==> src/rtl/seg_pkg.sv <==
// Shared constants and types for the multiplexed 4-digit segment scanner.
package seg_pkg;

  // Active-low bus values that leave the display dark.
  localparam logic [7:0] SEG_BLANK = 8'hFF;
  localparam logic [3:0] AN_OFF    = 4'hF;

  typedef enum logic [1:0] {
    ST_IDLE  = 2'b00,
    ST_BLANK = 2'b01,
    ST_SHOW  = 2'b10
  } scan_state_e;

  // Camera value selected for the upstream segment decoder.
  localparam logic [1:0] SEL_ISO     = 2'b00;
  localparam logic [1:0] SEL_SHUTTER = 2'b01;
  localparam logic [1:0] SEL_FOCAL   = 2'b10;
  localparam logic [1:0] SEL_IND     = 2'b11;

  // One-hot-low digit enable; exactly one bit is low for any digit index.
  function automatic logic [3:0] an_for_digit(input logic [1:0] digit);
    return AN_OFF ^ (4'b0001 << digit);
  endfunction

endpackage

==> src/rtl/seg_scan_timer.sv <==
// Per-slot cycle counter with blank-end and slot-end compares.
module seg_scan_timer
  import seg_pkg::*;
#(
  parameter int DIGIT_CYCLES = 50000,
  parameter int BLANK_CYCLES = 500,
  localparam int CW = (DIGIT_CYCLES > 1) ? $clog2(DIGIT_CYCLES) : 1
) (
  input  logic          clk,
  input  logic          clear,
  input  logic          run,
  output logic [CW-1:0] cnt,
  output logic          blank_end,
  output logic          slot_end
);

  localparam logic [CW-1:0] BLANK_LAST = CW'(BLANK_CYCLES - 1);
  localparam logic [CW-1:0] SLOT_LAST  = CW'(DIGIT_CYCLES - 1);

  logic [CW-1:0] cnt_q;
  logic [CW-1:0] cnt_d;

  // Next count: clear wins, otherwise count up and wrap at the slot end.
  always_comb begin
    cnt_d = cnt_q;
    if (clear) begin
      cnt_d = '0;
    end else if (run) begin
      cnt_d = (cnt_q == SLOT_LAST) ? '0 : cnt_q + CW'(1);
    end
  end

  // Count register; the controller folds reset into clear.
  always_ff @(posedge clk) begin
    cnt_q <= cnt_d;
  end

  assign cnt       = cnt_q;
  assign blank_end = (cnt_q == BLANK_LAST);
  assign slot_end  = (cnt_q == SLOT_LAST);

endmodule

==> src/rtl/seg_scan_ctrl.sv <==
// Scan controller for a 4-digit common-anode display with frame snapshot.
//
// state    | meaning
// ---------+-----------------------------------------------------------
// ST_IDLE  | display dark, waiting for enable
// ST_BLANK | start of a digit slot, all anodes off to avoid ghosting
// ST_SHOW  | current digit lit from the frame snapshot
module seg_scan_ctrl
  import seg_pkg::*;
#(
  parameter int DIGIT_CYCLES = 50000,
  parameter int BLANK_CYCLES = 500
) (
  input  logic       clk,
  input  logic       rst,
  input  logic       enable,
  input  logic [7:0] seg_in_1,
  input  logic [7:0] seg_in_2,
  input  logic [7:0] seg_in_3,
  input  logic [7:0] seg_in_4,
  input  logic       step_sel,
  output logic [7:0] seg_out,
  output logic [3:0] an_n,
  output logic [1:0] select_out,
  output logic       frame_start
);

  localparam int CW = (DIGIT_CYCLES > 1) ? $clog2(DIGIT_CYCLES) : 1;

  scan_state_e     state_q, state_d;
  logic [1:0]      digit_q, digit_d;
  logic [3:0][7:0] snap_q, snap_d;
  logic [1:0]      sel_q, sel_d;
  logic [7:0]      seg_out_q, seg_out_d;
  logic [3:0]      an_q, an_d;
  logic            frame_start_q, frame_start_d;

  logic            tmr_clear;
  logic            tmr_run;
  logic            frame_entry;
  logic [CW-1:0]   slot_cnt;
  logic            blank_end;
  logic            slot_end;

  seg_scan_timer #(
    .DIGIT_CYCLES (DIGIT_CYCLES),
    .BLANK_CYCLES (BLANK_CYCLES)
  ) u_timer (
    .clk       (clk),
    .clear     (tmr_clear),
    .run       (tmr_run),
    .cnt       (slot_cnt),
    .blank_end (blank_end),
    .slot_end  (slot_end)
  );

  // Next state, digit, snapshot and timer control; reset then enable take priority.
  always_comb begin
    state_d     = state_q;
    digit_d     = digit_q;
    snap_d      = snap_q;
    tmr_clear   = 1'b0;
    tmr_run     = 1'b0;
    frame_entry = 1'b0;

    if (rst) begin
      state_d   = ST_IDLE;
      digit_d   = 2'd0;
      snap_d    = {4{SEG_BLANK}};
      tmr_clear = 1'b1;
    end else if (!enable) begin
      state_d   = ST_IDLE;
      digit_d   = 2'd0;
      tmr_clear = 1'b1;
    end else begin
      unique case (state_q)
        ST_IDLE: begin
          state_d     = ST_BLANK;
          digit_d     = 2'd0;
          tmr_clear   = 1'b1;
          frame_entry = 1'b1;
        end
        ST_BLANK: begin
          tmr_run = 1'b1;
          if (blank_end) state_d = ST_SHOW;
        end
        ST_SHOW: begin
          if (slot_end) begin
            state_d     = ST_BLANK;
            digit_d     = digit_q + 2'd1;
            tmr_clear   = 1'b1;
            frame_entry = (digit_q == 2'd3);
          end else begin
            tmr_run = 1'b1;
          end
        end
        default: begin
          state_d   = ST_IDLE;
          digit_d   = 2'd0;
          tmr_clear = 1'b1;
        end
      endcase

      // Whole frame is latched at once so digits never mix old and new data.
      if (frame_entry) snap_d = {seg_in_4, seg_in_3, seg_in_2, seg_in_1};
    end
  end

  // Select counter and registered outputs derived from the upcoming state.
  always_comb begin
    sel_d         = rst ? SEL_ISO : sel_q + {1'b0, step_sel};
    seg_out_d     = SEG_BLANK;
    an_d          = AN_OFF;
    frame_start_d = frame_entry;
    if (state_d == ST_SHOW) begin
      seg_out_d = snap_d[digit_d];
      an_d      = an_for_digit(digit_d);
    end
  end

  // All state and output flops; reset values come through the _d logic.
  always_ff @(posedge clk) begin
    if (rst) begin
      state_q       <= ST_IDLE;
      digit_q       <= 2'd0;
      snap_q        <= {4{SEG_BLANK}};
      sel_q         <= SEL_ISO;
      seg_out_q     <= SEG_BLANK;
      an_q          <= AN_OFF;
      frame_start_q <= 1'b0;
    end else begin
      state_q       <= state_d;
      digit_q       <= digit_d;
      snap_q        <= snap_d;
      sel_q         <= sel_d;
      seg_out_q     <= seg_out_d;
      an_q          <= an_d;
      frame_start_q <= frame_start_d;
    end
  end

  // The slot counter must sit at zero whenever the scanner is parked.
  always_ff @(posedge clk) begin
    if (!rst && state_q == ST_IDLE) assert (slot_cnt == '0);
  end

  assign seg_out     = seg_out_q;
  assign an_n        = an_q;
  assign select_out  = sel_q;
  assign frame_start = frame_start_q;

endmodule

==> config.mk <==
export PLATFORM = sky130hd
export DESIGN_NAME = seg_scan_ctrl
export DESIGN_NICKNAME = d
export VERILOG_FILES = /design/src/rtl/seg_pkg.sv /design/src/rtl/seg_scan_timer.sv /design/src/rtl/seg_scan_ctrl.sv
export SDC_FILE = /design/constraint.sdc
export NUM_CORES = 1
export LEC_CHECK = 0
export ABC_AREA = 1
export CORE_MARGIN = 3
export CORE_UTILIZATION = 53
export DETAILED_ROUTE_END_ITERATION = 12
export PLACE_DENSITY = 0.83
export SKIP_LAST_GASP = 1
export SLEW_MARGIN = 10
export SYNTH_ARGS = -nofsm -noshare
export SYNTH_HDL_FRONTEND = slang
export SYNTH_HIERARCHICAL = 1
export SYNTH_SLANG_ARGS = --single-unit
==> constraint.sdc <==
create_clock -name clk -period 2.8 [get_ports clk]
set_input_delay 0.7 -clock clk [delete_from_list [all_inputs] [get_ports clk]]
set_output_delay 0.7 -clock clk [all_outputs]
set_load 0.03 [all_outputs]
# After elaboration in Yosys (flattened, before gate mapping)

Index checks and enable logic that the tools add are counted.

Logic and storage cells: 55
Flip-flop bits (word level): 67

Add/sub/neg operators: 3
Muxes and demuxes: 27
Shifts and indexed selects: 1
Reductions and logical operators: 3
Bitwise operators: 3
Equal/unequal tests: 6
Magnitude comparators: 1

Operators by type and width:

| kind                                                        | number |
|---|---|
| two-way mux 32 bit                                          | 3 |
| adder 16 x 1 -> 16 bit (second input constant)              | 1 |
| binary-select mux 8 bit (select 2 bit)                      | 1 |
| equality test 16 bit (second input constant)                | 1 |
| equality test 16 x 9 -> 1 bit (second input constant)       | 1 |
| two-way mux 16 bit                                          | 1 |
| two-way mux 2 bit                                           | 7 |
| two-way mux 1 bit                                           | 9 |
| two-way mux 8 bit                                           | 1 |
| equality test 2 bit (second input constant)                 | 3 |
| case mux 1 bit (2 select lines)                             | 3 |
| case mux 2 bit (3 select lines)                             | 1 |
| NOT 4 bit                                                   | 1 |
| case mux 2 bit (2 select lines)                             | 1 |
| OR reduction 2 bit                                          | 2 |
| << shifter 1 x 2 -> 4 bit (first input constant)            | 1 |
| less-than comparator 2 x 3 -> 1 bit (second input constant) | 1 |
| adder 2 x 1 -> 2 bit                                        | 1 |
| adder 2 x 1 -> 2 bit (second input constant)                | 1 |
| equality test 2 x 1 -> 1 bit (second input constant)        | 1 |
| zero test 2 bit                                             | 1 |
| NOT 1 bit                                                   | 2 |

# Logic depth before layout (Yosys ltp)

Depth in word-level cells: 10
Mapped depth: 16
Depth with buffers taken out: 15

# Cells and area by module

Netlist, hierarchy kept.

Modules (own cells, without submodules):

| module         | seq. area each (sq um) | area an instance (sq um) | times used | cells an instance |
|---|---|---|---|---|
| seg_scan_ctrl  | 1,021.0                | 2,240.9                  | 1          | 298 |
| seg_scan_timer | 320.3                  | 928.4                    | 1          | 134 |

# Worst setup path before layout

No wires, ideal clock.

Kind: reg2reg
Start point: register u_timer.cnt_q[1], in the netlist u_timer/cnt[1]
End point: register u_timer.cnt_q[11], in the netlist u_timer/cnt[11]
Stages on the path, launching flop included: 15
Path buffers: 1
Clock period less this slack: 2.457 ns
Data arrival time: 2.318 ns
Path slack: 0.343 ns
Cell sequence: dfxtp_1 > ha_1 > nand3_1 > nor4_1 > inv_1 > nand2_1 > nand2_1 > nor3b_1 > buf_4 > inv_2 > nor2_1 > nand2_2 > nor2_4 > xnor2_1 > nor2_1

Word-level cells in the longest chain between the ends: 5

Ends and longest elaborated chain:

| what                            | line                 | RTL |
|---|---|---|
| from (decl)                     | seg_scan_timer.sv:20 | `logic [CW-1:0] cnt_q;` |
| from (signal assigned)          | seg_scan_timer.sv:35 | `cnt_q <= cnt_d;` |
| equality test 16 bit            | seg_scan_timer.sv:40 | `assign slot_end = (cnt_q == SLOT_LAST);` |
| net slot_end                    | seg_scan_ctrl.sv:43  | `logic slot_end;` |
| two-way mux 1 bit               | seg_scan_ctrl.sv:88  | `if (slot_end) begin` |
| case mux 1 bit (2 select lines) | seg_scan_ctrl.sv:76  | `unique case (state_q)` |
| two-way mux 1 bit               | seg_scan_ctrl.sv:71  | `end else if (!enable) begin` |
| two-way mux 1 bit               | seg_scan_ctrl.sv:66  | `if (rst) begin` |
| net tmr_run                     | seg_scan_ctrl.sv:39  | `logic tmr_run;` |

The timed path passes the listed nets, and every way through them passes these cells.
A chain may end at the register's enable or synchronous reset.

# Worst setup path in the final report

Start point: register u_timer.cnt_q[1], in the netlist u_timer/cnt[1]
End point: register seg_out_q[3], in the netlist seg_out[3]

Word-level cells in the longest chain between the ends: 10

Ends and longest elaborated chain:

| what                                    | line                 | RTL |
|---|---|---|
| equality test 16 bit (*)                | seg_scan_timer.sv:40 |  |
| net slot_end                            | seg_scan_ctrl.sv:43  |  |
| two-way mux 1 bit                       | seg_scan_ctrl.sv:88  |  |
| case mux 1 bit (2 select lines)         | seg_scan_ctrl.sv:76  |  |
| two-way mux 1 bit                       | seg_scan_ctrl.sv:71  |  |
| two-way mux 1 bit                       | seg_scan_ctrl.sv:66  |  |
| two-way mux 32 bit                      | seg_scan_ctrl.sv:105 | `if (frame_entry) snap_d = {seg_in_4, seg_in_3, seg_in_2, seg_in_1};` |
| two-way mux 32 bit                      | seg_scan_ctrl.sv:71  |  |
| two-way mux 32 bit                      | seg_scan_ctrl.sv:66  |  |
| binary-select mux 8 bit (select 2 bit)  | seg_scan_ctrl.sv:116 | `seg_out_d = snap_d[digit_d];` |
| two-way mux 8 bit (implied by the code) | seg_scan_ctrl.sv:116 |  |
| to (signal assigned)                    | seg_scan_ctrl.sv:136 | `seg_out_q <= seg_out_d;` |
| to (decl)                               | seg_scan_ctrl.sv:34  | `logic [7:0] seg_out_q, seg_out_d;` |

Mark *: on every way through the listed nets, which the timed path passes. The rest lies on a longest branch. The select of a mux whose other input is x is not followed.

==> flow_summary.toml <==
[synth]
syn_area_per_cell_um2 = 7.34
synth-seq-cells = 67
synth_area_leaders = "dfxtp_1, nand2_1, nand3_1"
synth_top_area_share_pct = 42.3
yosysWarnings = 6
yosysUniqueCellTypes = 33
syn_inst = 432
synth_nets = 476
ys_seq_area_share_pct = 42.3
synth_area_mm2 = 0.00317
yosys.area.top_type = "dfxtp_1"

[setup_path]
cpMostUsedCell = "nand2_1"
startpoint_type = "register"
crit_family = "simple AND/OR/NAND/NOR gates"
max_stage_delay_ns = 0.40
slowest_stage = "dfxtp_1"
path_max_fanout = 31
end_kind = "register"
worstPathRequired_ns = 3.02
cp.buffers_inverters = 1
crit_chain = "ha_2 > nand3_1 > nor4_1 > buf_4 > nand3_2 > nand2_8 > nand2_8 > nand2_1 > nand3_1 > nand2_1 > nand2_1 > nor2_1 > nand2_1"
worstPathArrival_ns = 2.78
worst-setup-path-type = "reg -> reg"

[routing]
drc = 0
vias = 2885
post_drt_wl_per_cell_um = 12.7
drtIter0Drc = 168
via_per_inst = 5.15
dr.pass1.iters = 5
routed_wl_um = 7110
antenna_left = 0

[floorplanning]
die_w_um = 83.3
rows = 27
core_mm2 = 0.00564
die_y_um = 83.3
die-area_mm2 = 0.00694
start_util_pct = 56.2
io_pins = 51

[cts]
cts_buffer_depth = 2
cts_made_buffers = 9
clkSinkCount = 67
cts_max_level = 3
cts_root_buf = "clkbuf_8"
clk_latency_ns = 0.33
cts_tree = "built"
clk_pin_slew_ns = 0.07
cts.hold.buffers_added = 0

[sta]
finalSetupTns_ns = 0
slew_violations = 0
clock.fmax_mhz = 392
fin_crit_ns = 2.55
setup_viol = 0
fin_crit_sh_pct = 91.2
hold_violations = 0
rsz0062_at_grt = "false"
finClkSkew_ns = 0.0113
tightest_slew_ns = 0.478
slew_headroom_pct = 67.8

[global_routing]
grt.overflow.total = 0
grt_pass1_vias = 2646
antenna_found_initial = 0
grt_max_degree = 42
grtUsageTotal_pct = 21.1
grt_pass1_wl_um = 12200

[placement]
place_congestion = 0.916
io_buffer_count = 50
dp_hpwl_um = 5090

[outcome]
outcome = "finished clean"

[layout]
final_net_count = 528
drive_above_1_share_pct = 11.3
n_fill_cell = 447
diodes = 0
synthToLayoutAreaGrowth_pct = 23.5

[worst_hold_path]
hold_path.class = "reg -> reg"

[pwr]
power.total_mw = 1.93
leakage_nw = 1.60
ir_worst_vdd_mv = 0.342
power_density_mw_per_mm2 = 493

[flow_run]
cap_violations = 0
repair_timing:
action,in CTS,in global routing
setup endpoints to repair,0,8
buffers inserted,0,0
gates resized for setup,0,3
layout by cell type, fill, tap and decap left out, types with 2 or more instances in the layout:
master / count
a21boi_0: 8
a21oi_1: 14
buf_4: 6
clkbuf_8: 11
clkdlybuf4s50_1: 50
clkinv_2: 2
dfxtp_1: 67
ha_1: 7
inv_1: 31
inv_2: 4
nand2_1: 104
nand2_2: 7
nand2_8: 2
nand3_1: 72
nand3_2: 5
nand4_1: 2
nor2_1: 55
nor2_2: 7
nor2_4: 6
nor3_1: 4
nor3b_1: 2
nor4_1: 2
o21ai_0: 3
xnor2_1: 5
kinds of logic after synthesis:
kind of cell | count (synthesis) | synth area share (%)
xor+xnor | 6 | 1.66
mux | 1 | 0.316
fa+ha+maj | 8 | 3.16
flops | 67 | 42.3
buf+inv | 50 | 6.99
compound gates | 28 | 5.17
simple gates | 272 | 40.4
tightest hold or removal path: stages, from the launching register on:
cell and delay [ns]:
dfxtp_1 0.31, nand2_1 0.05, nand3_1 0.07
Yosys cell counts (all sizes together):
cell type and count:
nand2 114, nand3 77, nor2 68, dfxtp 67, inv 35, a21oi 14, buf 10, a21boi 8
ha 8, clkbuf 5, nor3 5, xnor2 5, o21ai 4, nand4 2, nor3b 2, nor4 2
and2 1, mux2i 1, nand3b 1, o21bai 1, o22ai 1, xor2 1
area by class of cell:
cell class	count	area, µm²	area share (%)
multi-input cells	315	1630	41.6
flip-flops and latches	67	1340	34.3
repair buffers	56	546	13.9
clock buffers	11	151	3.87
inverters	35	131	3.36
well taps	72	90.1	2.30
clock inverters	4	26.3	0.672
routing by layer:
layer | track usage (%) | part of all wire (%)
met5 | 0 | 0
met4 | 9.96 | 2.0
met3 | 5.06 | 6.5
met2 | 30.4 | 43
met1 | 29.5 | 48
path summary, 6_finish.rpt:
kind,to,from,cells past startpoint,slack [ns]
worst max-delay path,seg_out[3],u_timer/cnt[1],13,0.25
worst min-delay path,snap_q[11],snap_q[11],2,0.46
worst max register to register,seg_out[3],u_timer/cnt[1],13,0.25
worst min register to register,snap_q[11],snap_q[11],2,0.46
state kept, by name (all words and copies together) (netlist names):
name	count
an_n	4
select_out	2
digit_q	2
u_timer/cnt	16
seg_out	8
frame_start	1
snap_q	32
state_q	2
power breakdown:
group          internal, mW  total [mW]  switching, mW
sequential            0.994        1.01         0.0117
combinational        0.0977       0.209          0.112
clock                 0.363       0.712          0.350
total                  1.45        1.93          0.473
per-stage QoR:
| step | cell area, µm² | hold slack [ns] | setup WS, ns | cells | util, % |
|---|---|---|---|---|---|
| 5_1_grt | 3910 | 0.472 | 0.0284 | 560 | 69.4 |
| 2_1_floorplan | 3170 | 0.427 | 0.343 | 432 | - |
| 6_report | 3910 | 0.460 | 0.246 | 560 | 69.4 |
| 4_1_cts | 3890 | 0.462 | 0.135 | 560 | 69.0 |
| 3_3_place_gp | 3710 | 0.437 | 0.196 | 545 | 65.8 |
| 3_5_place_dp | 3710 | 0.445 | 0.163 | 545 | 65.8 |
(Power assumes the default switching activity.)
